<file path="config.mk">
export PLATFORM = sky130hd
export DESIGN_NAME = dmem_arbiter
export DESIGN_NICKNAME = d
export VERILOG_FILES = /design/src/rtl/dmem_arbiter.sv
export SDC_FILE = /design/constraint.sdc
export NUM_CORES = 1
export LEC_CHECK = 0
export CAP_MARGIN = 25
export CORE_MARGIN = 8
export CORE_UTILIZATION = 42
export DETAILED_ROUTE_END_ITERATION = 10
export PLACE_DENSITY = 0.85
export SETUP_SLACK_MARGIN = 0.5
export SYNTH_ARGS = -nofsm -noshare
export SYNTH_HDL_FRONTEND = slang
export SYNTH_SLANG_ARGS = --single-unit
</file>
<file path="constraint.sdc">
create_clock -name clk -period 4 [get_ports clk]
set_clock_uncertainty 0.05 [all_clocks]
set_input_delay 0.4 -clock clk [delete_from_list [all_inputs] [get_ports clk]]
set_output_delay 0.4 -clock clk [all_outputs]
set_load 0.005 [all_outputs]
</file>
<file path="src/rtl/dmem_arbiter.sv">
// dmem_arbiter: two-port arbiter/sequencer (IDLE/ACCESS/RESP) in front of a single-port data memory.
// Define DMEM_ARB_RR_EN for round-robin arbitration; otherwise the core port has fixed priority.
module dmem_arbiter #(
    parameter int AW    = 32,
    parameter int DEPTH = 256
) (
    input  logic          clk,
    input  logic          rst,
    input  logic          c_req,
    input  logic [1:0]    c_we,
    input  logic [AW-1:0] c_addr,
    input  logic [31:0]   c_wdata,
    output logic          c_gnt,
    output logic          c_rvalid,
    output logic [31:0]   c_rdata,
    output logic          c_err,
    input  logic          d_req,
    input  logic [1:0]    d_we,
    input  logic [AW-1:0] d_addr,
    input  logic [31:0]   d_wdata,
    output logic          d_gnt,
    output logic          d_rvalid,
    output logic [31:0]   d_rdata,
    output logic          d_err,
    output logic [AW-1:0] m_addr,
    output logic [31:0]   m_wd,
    output logic [1:0]    m_we,
    input  logic [31:0]   m_rd
);
    typedef enum logic [1:0] {IDLE, ACCESS, RESP} state_t;
    state_t        state;
    logic          owner;
    logic          oor_r;
    logic [1:0]    m_we_r;
    logic          win;
    logic          arb;
    logic [1:0]    win_we;
    logic [AW-1:0] win_addr;
    logic [31:0]   win_wdata;
    logic          win_oor;
`ifdef DMEM_ARB_RR_EN
    logic          rr_last;
    assign win = (c_req & d_req) ? ~rr_last : d_req;
`else
    assign win = ~c_req;
`endif
    assign arb       = (state != ACCESS) & (c_req | d_req);
    assign win_we    = win ? d_we : c_we;
    assign win_addr  = win ? d_addr : c_addr;
    assign win_wdata = win ? d_wdata : c_wdata;
    assign win_oor   = win_addr >= AW'(DEPTH);
    // the write strobe must never reach the memory while reset is asserted
    assign m_we = rst ? 2'b00 : m_we_r;
    always_ff @(posedge clk) begin
        if (rst) begin
            state    <= IDLE;
            owner    <= 1'b0;
            oor_r    <= 1'b0;
            m_we_r   <= 2'b00;
            m_addr   <= '0;
            m_wd     <= '0;
            c_gnt    <= 1'b0;
            d_gnt    <= 1'b0;
            c_rvalid <= 1'b0;
            d_rvalid <= 1'b0;
            c_rdata  <= '0;
            d_rdata  <= '0;
            c_err    <= 1'b0;
            d_err    <= 1'b0;
`ifdef DMEM_ARB_RR_EN
            rr_last  <= 1'b0;
`endif
        end else begin
            c_gnt    <= 1'b0;
            d_gnt    <= 1'b0;
            c_rvalid <= 1'b0;
            d_rvalid <= 1'b0;
            m_we_r   <= 2'b00;
            if (state == ACCESS) begin
                state <= RESP;
                if (owner) begin
                    d_rvalid <= 1'b1;
                    d_rdata  <= oor_r ? 32'h0 : m_rd;
                    d_err    <= oor_r;
                end else begin
                    c_rvalid <= 1'b1;
                    c_rdata  <= oor_r ? 32'h0 : m_rd;
                    c_err    <= oor_r;
                end
            end else if (arb) begin
                state  <= ACCESS;
                owner  <= win;
                oor_r  <= win_oor;
                m_addr <= win_addr;
                m_wd   <= win_wdata;
                m_we_r <= win_oor ? 2'b00 : win_we;
                c_gnt  <= ~win;
                d_gnt  <= win;
`ifdef DMEM_ARB_RR_EN
                rr_last <= win;
`endif
            end else begin
                state <= IDLE;
            end
        end
    end
endmodule

</file>
==> flow_metrics.env <==
export IMPL_clk_path_buf_depth=2
export IMPL_hpwl_mm=15.4
export IMPL_start_util_pct=42.9
export IMPL_slew_headroom_pct=33.0
export IMPL_ys_flop_type="dfxtp_1"
export IMPL_regToRegStartpoint="state[0]"
export IMPL_yosysWarnings=0
export IMPL_gr_total_overflow=0
export IMPL_crit_path_start="state[0]"
export IMPL_dieArea_sq_um=17500
export IMPL_p_int_mw=2.85
export IMPL_grt_pass1_wl_mm=31.0
export IMPL_status="completed"
export IMPL_postSynth_asyncResetShare_pct=0
export IMPL_worst_setup_path_start_kind="flop"
export IMPL_switching_share_pct=23.3
export IMPL_tns_ns=0
export IMPL_drt_iter0_drc=276
export IMPL_syn_nets=828
export IMPL_die_h_um=132
export IMPL_max_freq_mhz=461
export IMPL_gr_usage_met2_pct=41.0
export IMPL_vias=5545
export IMPL_numCtsBuffers=17
export IMPL_grt_pass1_vias=5664
export IMPL_arrival_ns=2.44
export IMPL_cap_violations=0
export IMPL_cts_tree="yes"
export IMPL_hold_buffers=0
export IMPL_p_comb_share_pct=16.8
export IMPL_syn_avg_cell_area_sq_um=8.61
export IMPL_die_w_um=132
export IMPL_synth_edf_count=0
export IMPL_setup_ws_ns=1.83
export IMPL_synth_seq_cells=140
export IMPL_antenna_found_initial=0
export IMPL_setup_violations=0
export IMPL_vias_per_cell=4.89
export IMPL_cp_required_ns=4.27
export IMPL_use_met3_pct=8.84
export IMPL_tightest_slew_ns=1.01
export IMPL_cts_repair_resized=0
export IMPL_pre_cts_ws_ns=1.63
export IMPL_path_class="flop to flop"
export IMPL_ir_worst_vdd_mv=0.282
export IMPL_seqPwrFrac_pct=41.1
export IMPL_power_frac_clock_pct=42.1
export IMPL_row_count=42
export IMPL_cts_setup_buffers=0
export IMPL_postLayoutCellArea_sq_um=9350
export IMPL_io_buffers=303
export IMPL_dp_cells=1100
export IMPL_hold_viol=0
export IMPL_switchingPower_mw=0.867
export IMPL_ys_seq_area_share_pct=49.3
export IMPL_end_kind="flop"
export IMPL_clock_sinks=140
export IMPL_syn_inst=660
export IMPL_htree_levels=4
export IMPL_busiest_layer="met2"
export IMPL_netlist_cell_type_count=29
export IMPL_drv_slew=0
export IMPL_hold_slack_ns=0.254
export IMPL_wl_per_cell_um=17.7
export IMPL_postRouteAntennaNets=0
export IMPL_fin_crit_sh_pct=54.3
export IMPL_rsz0062_at_grt="false"
export IMPL_grt_start_max_net_pins=71
export IMPL_clk_latency_ns=0.41
export IMPL_globalplace_congestion=0.826
export IMPL_final_core_util_pct=70.6
export IMPL_area_growth_pct=64.6
export IMPL_power_total_mw=3.72
export IMPL_worstHoldStart="c_req"
export IMPL_clk_pin_slew_ns=0.06
export IMPL_drive_above_1_share_pct=7.52
export IMPL_layout_nets=1112
export IMPL_crit_fanout=44
export IMPL_leakage_nw=3.54
export IMPL_root_buffer="clkbuf_16"
export IMPL_layout_cells_non_filler=1133
export IMPL_routed_wl_mm=20.1
export IMPL_period_minus_slack_ns=2.17
export IMPL_first_pass_iters=6
export IMPL_use_met1_pct=22.8
export IMPL_syn_area_sq_um=5680
export IMPL_core_sq_um=13200
export IMPL_grtUsageTotal_pct=22.5
export IMPL_hold_path_class="primary input to flop"
export IMPL_drc=0
export IMPL_p_per_area_nw_per_um2=397
export IMPL_placed_area_sq_um=8750
export IMPL_diodes=0
export IMPL_io_pins=304
## power by group through the flow
stage | logic [mW] | clock network [mW] | registers, mW
2_1_floorplan | 0.233 | 0 | 1.56
3_3_place_gp | 0.621 | 0 | 1.55
3_5_place_dp | 0.627 | 0 | 1.56
4_1_cts | 0.631 | 1.59 | 1.53
5_1_grt | 0.670 | 1.66 | 1.54
6_report | 0.625 | 1.56 | 1.53
## logic make-up after synthesis
| family | after synthesis | share of synthesized area [%] |
|---|---|---|
| simple gates | 268 | 20.4 |
| flops | 140 | 49.3 |
| compound gates | 136 | 14.4 |
| mux | 64 | 11.3 |
| buf+inv | 52 | 4.58 |
## metal layers
| metal | routed length [um] | vias to the layer above | share of wire, % |
|---|---|---|---|
| met5 | 0 | - | 0 |
| met4 | 411 | 0 | 2.0 |
| met3 | 1640 | 25 | 8.2 |
| met2 | 10600 | 202 | 53 |
| met1 | 7490 | 2544 | 37 |
| li1 | - | 2774 | - |
## state kept, by name (all words and copies together) (netlist names)
register,flops
d_rvalid,1
c_err,1
m_we_r,2
c_rvalid,1
oor_r,1
c_gnt,1
state,2
d_err,1
owner,1
d_gnt,1
c_rdata,32
m_wd,32
d_rdata,32
m_addr,32
## worst max-delay path: stages, from the launching register on
cell and delay (ns):
dfxtp_1 0.33, nor2b_1 0.30, o21ba_2 0.80, buf_4 0.40
nand2_1 0.10, o21ai_0 0.10
## placed cells by master (no fill, tap or decap), types with 3 or more instances in the layout
cell / n
a21oi_1: 66
and2_1: 3
buf_4: 9
bufinv_16: 3
clkbuf_1: 5
clkbuf_16: 17
clkdlybuf4s50_1: 301
clkinv_2: 5
dfxtp_1: 140
inv_1: 4
mux2i_1: 64
nand2_1: 198
nor2_1: 8
nor2b_1: 35
nor3_1: 4
nor4_1: 9
o21ai_0: 34
o21ai_2: 30
## final cells by class
type	count	area (sq um)
inverter	5	18.8
tap	176	220
clock inverter	8	115
fill	1029	3890
clock buffer	24	472
multi-input combinational	468	2620
sequential	140	2800
timing repair buffer	312	3100
## path summary, 6_finish.rpt
| path | endpoint | slack [ns] | cells past startpoint |
|---|---|---|---|
| max | m_addr[31] | 1.83 | 5 |
| min | d_gnt | 0.25 | 2 |
| max reg2reg | m_addr[31] | 1.83 | 5 |
| min reg2reg | m_addr[15] | 0.40 | 2 |
## Yosys cell counts (all sizes together), types with 3 or more instances
cell type,number,area (sq um)
nand2,198,743
dfxtp,140,2800
a21oi,66,330
mux2i,64,641
o21ai,64,433
nor2b,35,219
buf,28,170
clkbuf,19,71.3
nor2,9,33.8
nor4,9,56.3
inv,5,18.8
nor3,4,20.0
and2,3,18.8
or3,3,23.8
No activity file was read; power rests on OpenSTA's default activity.
==> patch 1 (same settings) <==
Add a define of `DMEM_ARB_RR_EN`.
--- a/src/rtl/dmem_arbiter.sv
+++ b/src/rtl/dmem_arbiter.sv
@@ -1,5 +1,7 @@
 // dmem_arbiter: two-port arbiter/sequencer (IDLE/ACCESS/RESP) in front of a single-port data memory.
 // Define DMEM_ARB_RR_EN for round-robin arbitration; otherwise the core port has fixed priority.
+`define DMEM_ARB_RR_EN
+
 module dmem_arbiter #(
     parameter int AW    = 32,
     parameter int DEPTH = 256
Behaviour: not the same (Yosys sat finds a counterexample within 4 cycles, from zero or initial values and one cycle with rst high).
==> patch 1 against the unedited design <==
  * Hold slack improved by 0.15 ns
  * Non-clock buffer count unchanged
  * Worst setup slack improved by 0.14 ns
  * First-iteration DRC count increased by 20%
  * Combinational power increased by 15%
  * Register-to-register slack improved by 0.27 ns
  * Sequential share of layout area decreased by 0.29 points
  * Fmax increased by 7.1%
  * Sequential cell count unchanged
  * Area after synthesis increased by 0.48%
  * Core utilization increased by 0.69 points
  * Total power increased by 4.5%
  * Routed wire length increased by 2.1%
  * Cell area increased by 0.98%
  * Critical path type is now in -> out
==> patch 1: results (changes against the unedited design) <==
INFO  metric drt_iter0_drc = 331 (+20%)
INFO  metric signal_buffer_area_fraction = 0.332 (+0.000503)
INFO  metric flops_and_latches = 140 (unchanged)
INFO  metric postSynthCellCount = 662 (+0.30%)
INFO  metric share_of_post_route_cells_with_drive_strength_above_1 = 0.0452 (-0.0300)
INFO  metric hold-worst-slack = 0.401 ns (+0.146 ns)
INFO  metric wl_met2 = 10100 um (-4.7%)
INFO  metric power_frac_seq = 0.397 (-0.014)
INFO  metric dpl.hpwl = 15200 um (-0.73%)
INFO  metric r2r_setup_slack = 2.10 ns (+0.27 ns)
INFO  metric yosysUniqueCellTypes = 22 (-24%)
INFO  metric crit-reg2reg-launch = rr_last
INFO  metric power.static_leakage = 3.52 nW (-0.70%)
INFO  metric grt_pass1_wl = 31700 um (+2.2%)
INFO  metric post-place-ws = 1.61 ns (-0.0184 ns)
INFO  metric multi_input_comb_cells = 466 (-0.43%)
INFO  metric grt_max_degree = 130 (+83%)
INFO  metric drt-wirelength-per-cell = 18.2 um (+2.7%)
INFO  metric dpl-instance-area = 8830 um^2 (+0.92%)
INFO  metric grt_use_met2 = 0.390 (-0.0204)
INFO  metric synth_sequential_area_ratio = 0.491 (-0.00238)
INFO  metric cpMaxStageDelayCell = sky130_fd_sc_hd__buf_4
INFO  metric synth_top_cells_by_count = sky130_fd_sc_hd__dfxtp_1 (140), sky130_fd_sc_hd__nand2_1 (136), sky130_fd_sc_hd__nor2_1 (70)
INFO  metric power.switching = 0.951 mW (+9.7%)
INFO  metric n_clock_buffer = 22 (-8.3%)
INFO  metric critical_path.top_delay_family = buffers and inverters
INFO  metric first_pass_iteration_count_of_the_detailed_router = 5 (-1)
INFO  metric detail_route.wirelength.met1 = 7500 um (about the same)
INFO  metric finalWeightedCongestion = 0.820 (-0.71%)
INFO  metric fillCellCount = 1008 (-2.0%)
INFO  metric grtUsageMet1 = 0.222 (-0.00625)
INFO  metric crit_fanout = 73 (+66%)
INFO  metric detail_route.vias_per_cell = 5.15 (+5.2%)
INFO  metric fraction_of_standard_cell_area_in_multi_input_logic = 0.282 (+0.00206)
INFO  metric startpoint = rst
INFO  metric first_global_vias = 5938 (+4.8%)
INFO  metric muxShareOfSynthArea = 0.116 (+0.00296)
INFO  metric clock_area_frac = 0.0649 (+0.00218)
INFO  metric n_all_inverters = 1 (-4)
INFO  metric timing.max_slew.rel_slack = 0.481 (+0.151)
INFO  metric groute.layer.met3.usage = 0.105 (+0.0168)
INFO  metric grt_usage = 0.227 (+0.00269)
INFO  metric outcome = completed
INFO  metric worst-r2r-cell-count = 4 (-1)
INFO  metric finalCritPeriodShare = 0.507 (-0.0361)
INFO  metric timing.hold.worst.start = c_rdata[21]
INFO  metric kind_of_path_behind_the_tightest_hold_check = reg -> reg
INFO  metric synth_compound_area_frac = 0.149 (+0.00522)
INFO  metric r2r_end = m_wd[29]
INFO  metric pg_clk = 1.62 mW (+4%)
INFO  metric routed_vias = 5801 (+4.6%)
INFO  metric ir_worst_vdd = 0.264 mV (-6.4%)
INFO  metric stdcell_area = 9440 um^2 (+0.98%)
patch 1: cell types whose count changed after synthesis, moves of 3 or more:
| cell | delta |
|---|---|
| sky130_fd_sc_hd__buf_2 | -11 |
| sky130_fd_sc_hd__inv_1 | -3 |
| sky130_fd_sc_hd__clkbuf_1 | +17 |
| sky130_fd_sc_hd__buf_6 | -4 |
| sky130_fd_sc_hd__buf_4 | +5 |
| sky130_fd_sc_hd__a211oi_1 | +64 |
| sky130_fd_sc_hd__o21ai_0 | -34 |
| sky130_fd_sc_hd__nor3_1 | -3 |
| sky130_fd_sc_hd__o21ai_2 | -30 |
| sky130_fd_sc_hd__nor4_1 | +5 |
| sky130_fd_sc_hd__nand2_1 | -62 |
| sky130_fd_sc_hd__nor2_1 | +61 |
patch 1: cell families after synthesis:
family          Yosys count
buf+inv                  56
flops                   140
compound gates          136
mux                      66
simple gates            264
==> patch 2 (same settings) <==
Without the edit above. Encoding of `state_t`: now one-hot (3 bits for 3 states).
--- a/src/rtl/dmem_arbiter.sv
+++ b/src/rtl/dmem_arbiter.sv
@@ -27,7 +27,7 @@
     output logic [1:0]    m_we,
     input  logic [31:0]   m_rd
 );
-    typedef enum logic [1:0] {IDLE, ACCESS, RESP} state_t;
+    typedef enum logic [2:0] {IDLE = 3'b001, ACCESS = 3'b010, RESP = 3'b100} state_t;
     state_t        state;
     logic          owner;
     logic          oor_r;
Function: same outputs for any inputs over 4 cycles, from zero or initial values and one cycle with rst high; so few cycles prove little.
==> patch 2 against the unedited design <==
  * Final cell count is essentially flat
  * Cell area grew 0.86%
  * Total power shrank 0.86%
  * Largest cell class unchanged
  * Hold slack gained 0.095 ns
  * Combinational power is essentially flat
  * Sequential cell count grew 1
  * Routed wire length grew 5.0%
  * Highest routed layer unchanged
  * Area after synthesis grew 0.75%
  * Largest power group is now sequential cells
  * Non-clock buffer count is the same
  * Worst setup slack lost 0.12 ns
  * Die area grew 0.66%
  * Critical endpoint is now d_rdata[11]
  * Via count grew 4.4%
==> patch 2: results (changes against the unedited design) <==
INFO  metric outcome = completed
INFO  metric max_stage_delay = 0.67 ns (-0.13 ns)
INFO  metric grt_pass1_wl = 32100 um (+3.5%)
INFO  metric layout-area-overhead-vs-synth = 64.7%
INFO  metric fillCellCount = 1009 (-1.9%)
INFO  metric groute.layer.met3.usage = 0.0920 (+0.00356)
INFO  metric finalCritPeriodShare = 0.573 (+0.0304)
INFO  metric met3RoutedLength = 2230 um (+36%)
INFO  metric syn_nets = 835 (+0.85%)
INFO  metric ir_worst_vdd = 0.277 mV (-1.6%)
INFO  metric r2r_end = d_rdata[11]
INFO  metric grtUsageMet1 = 0.244 (+0.0150)
INFO  metric timing_worst_slew_pin_value = 0.845 ns (-0.161 ns)
INFO  metric hold-worst-slack = 0.350 ns (+0.0954 ns)
INFO  metric synth_sequential_area_ratio = 0.493 (about the same)
INFO  metric cpMaxStageDelayCell = sky130_fd_sc_hd__and2_1
INFO  metric detail_route.wirelength.met1 = 7710 um (+2.9%)
INFO  metric synthTopCellsByArea = sky130_fd_sc_hd__dfxtp_1 (49%), sky130_fd_sc_hd__mux2i_1 (12%), sky130_fd_sc_hd__nand2_1 (8.9%)
INFO  metric routed_vias = 5789 (+4.4%)
INFO  metric synth_top_cells_by_count = sky130_fd_sc_hd__dfxtp_1 (141), sky130_fd_sc_hd__nand2_1 (136), sky130_fd_sc_hd__nor2_1 (76)
INFO  metric first_pass_iteration_count_of_the_detailed_router = 5 (-1)
INFO  metric dpl-instance-area = 8840 um^2 (+1.0%)
INFO  metric power.switching = 0.862 mW (-0.51%)
INFO  metric drt-wirelength-per-cell = 18.6 um (+5.1%)
INFO  metric startpoint = state[0]
INFO  metric share_of_post_route_cells_with_drive_strength_above_1 = 0.0397 (-0.0355)
INFO  metric crit_fanout = 17 (-61%)
INFO  metric worst-endpoint-arrival = 2.58 ns (+0.14 ns)
==> patch 2: changes by cell type after synthesis, sizes merged, moves of 4 or more <==
cell,before,now
a211oi,0,65
clkbuf,19,38
buf,28,16
nand2,198,136
nor2,9,76
inv,5,1
o21ai,64,0
==> patch 2: power by group through the flow <==
stage,Clock (mW),Combinational [mW],Sequential (mW)
after CTS,1.55,0.629,1.53
after global placement,0,0.616,1.55
after detailed placement,0,0.624,1.56
after floorplan,0,0.223,1.56
after global routing,1.62,0.671,1.54
final,1.53,0.626,1.53
==> patch 2: final cells by class <==
cell class / instances / area share
clock buffers: 23 / 0.0475
flip-flops and latches: 141 / 0.299
multi-input cells: 471 / 0.285
inverters: 1 / 0.000398
repair buffers: 312 / 0.332
clock inverters: 8 / 0.0125
well taps: 176 / 0.0234
==> patch 2: kinds of logic after synthesis <==
kind of cell    synth area share
mux                        0.115
flops                      0.493
buf+inv                   0.0387
compound gates             0.150
simple gates               0.203
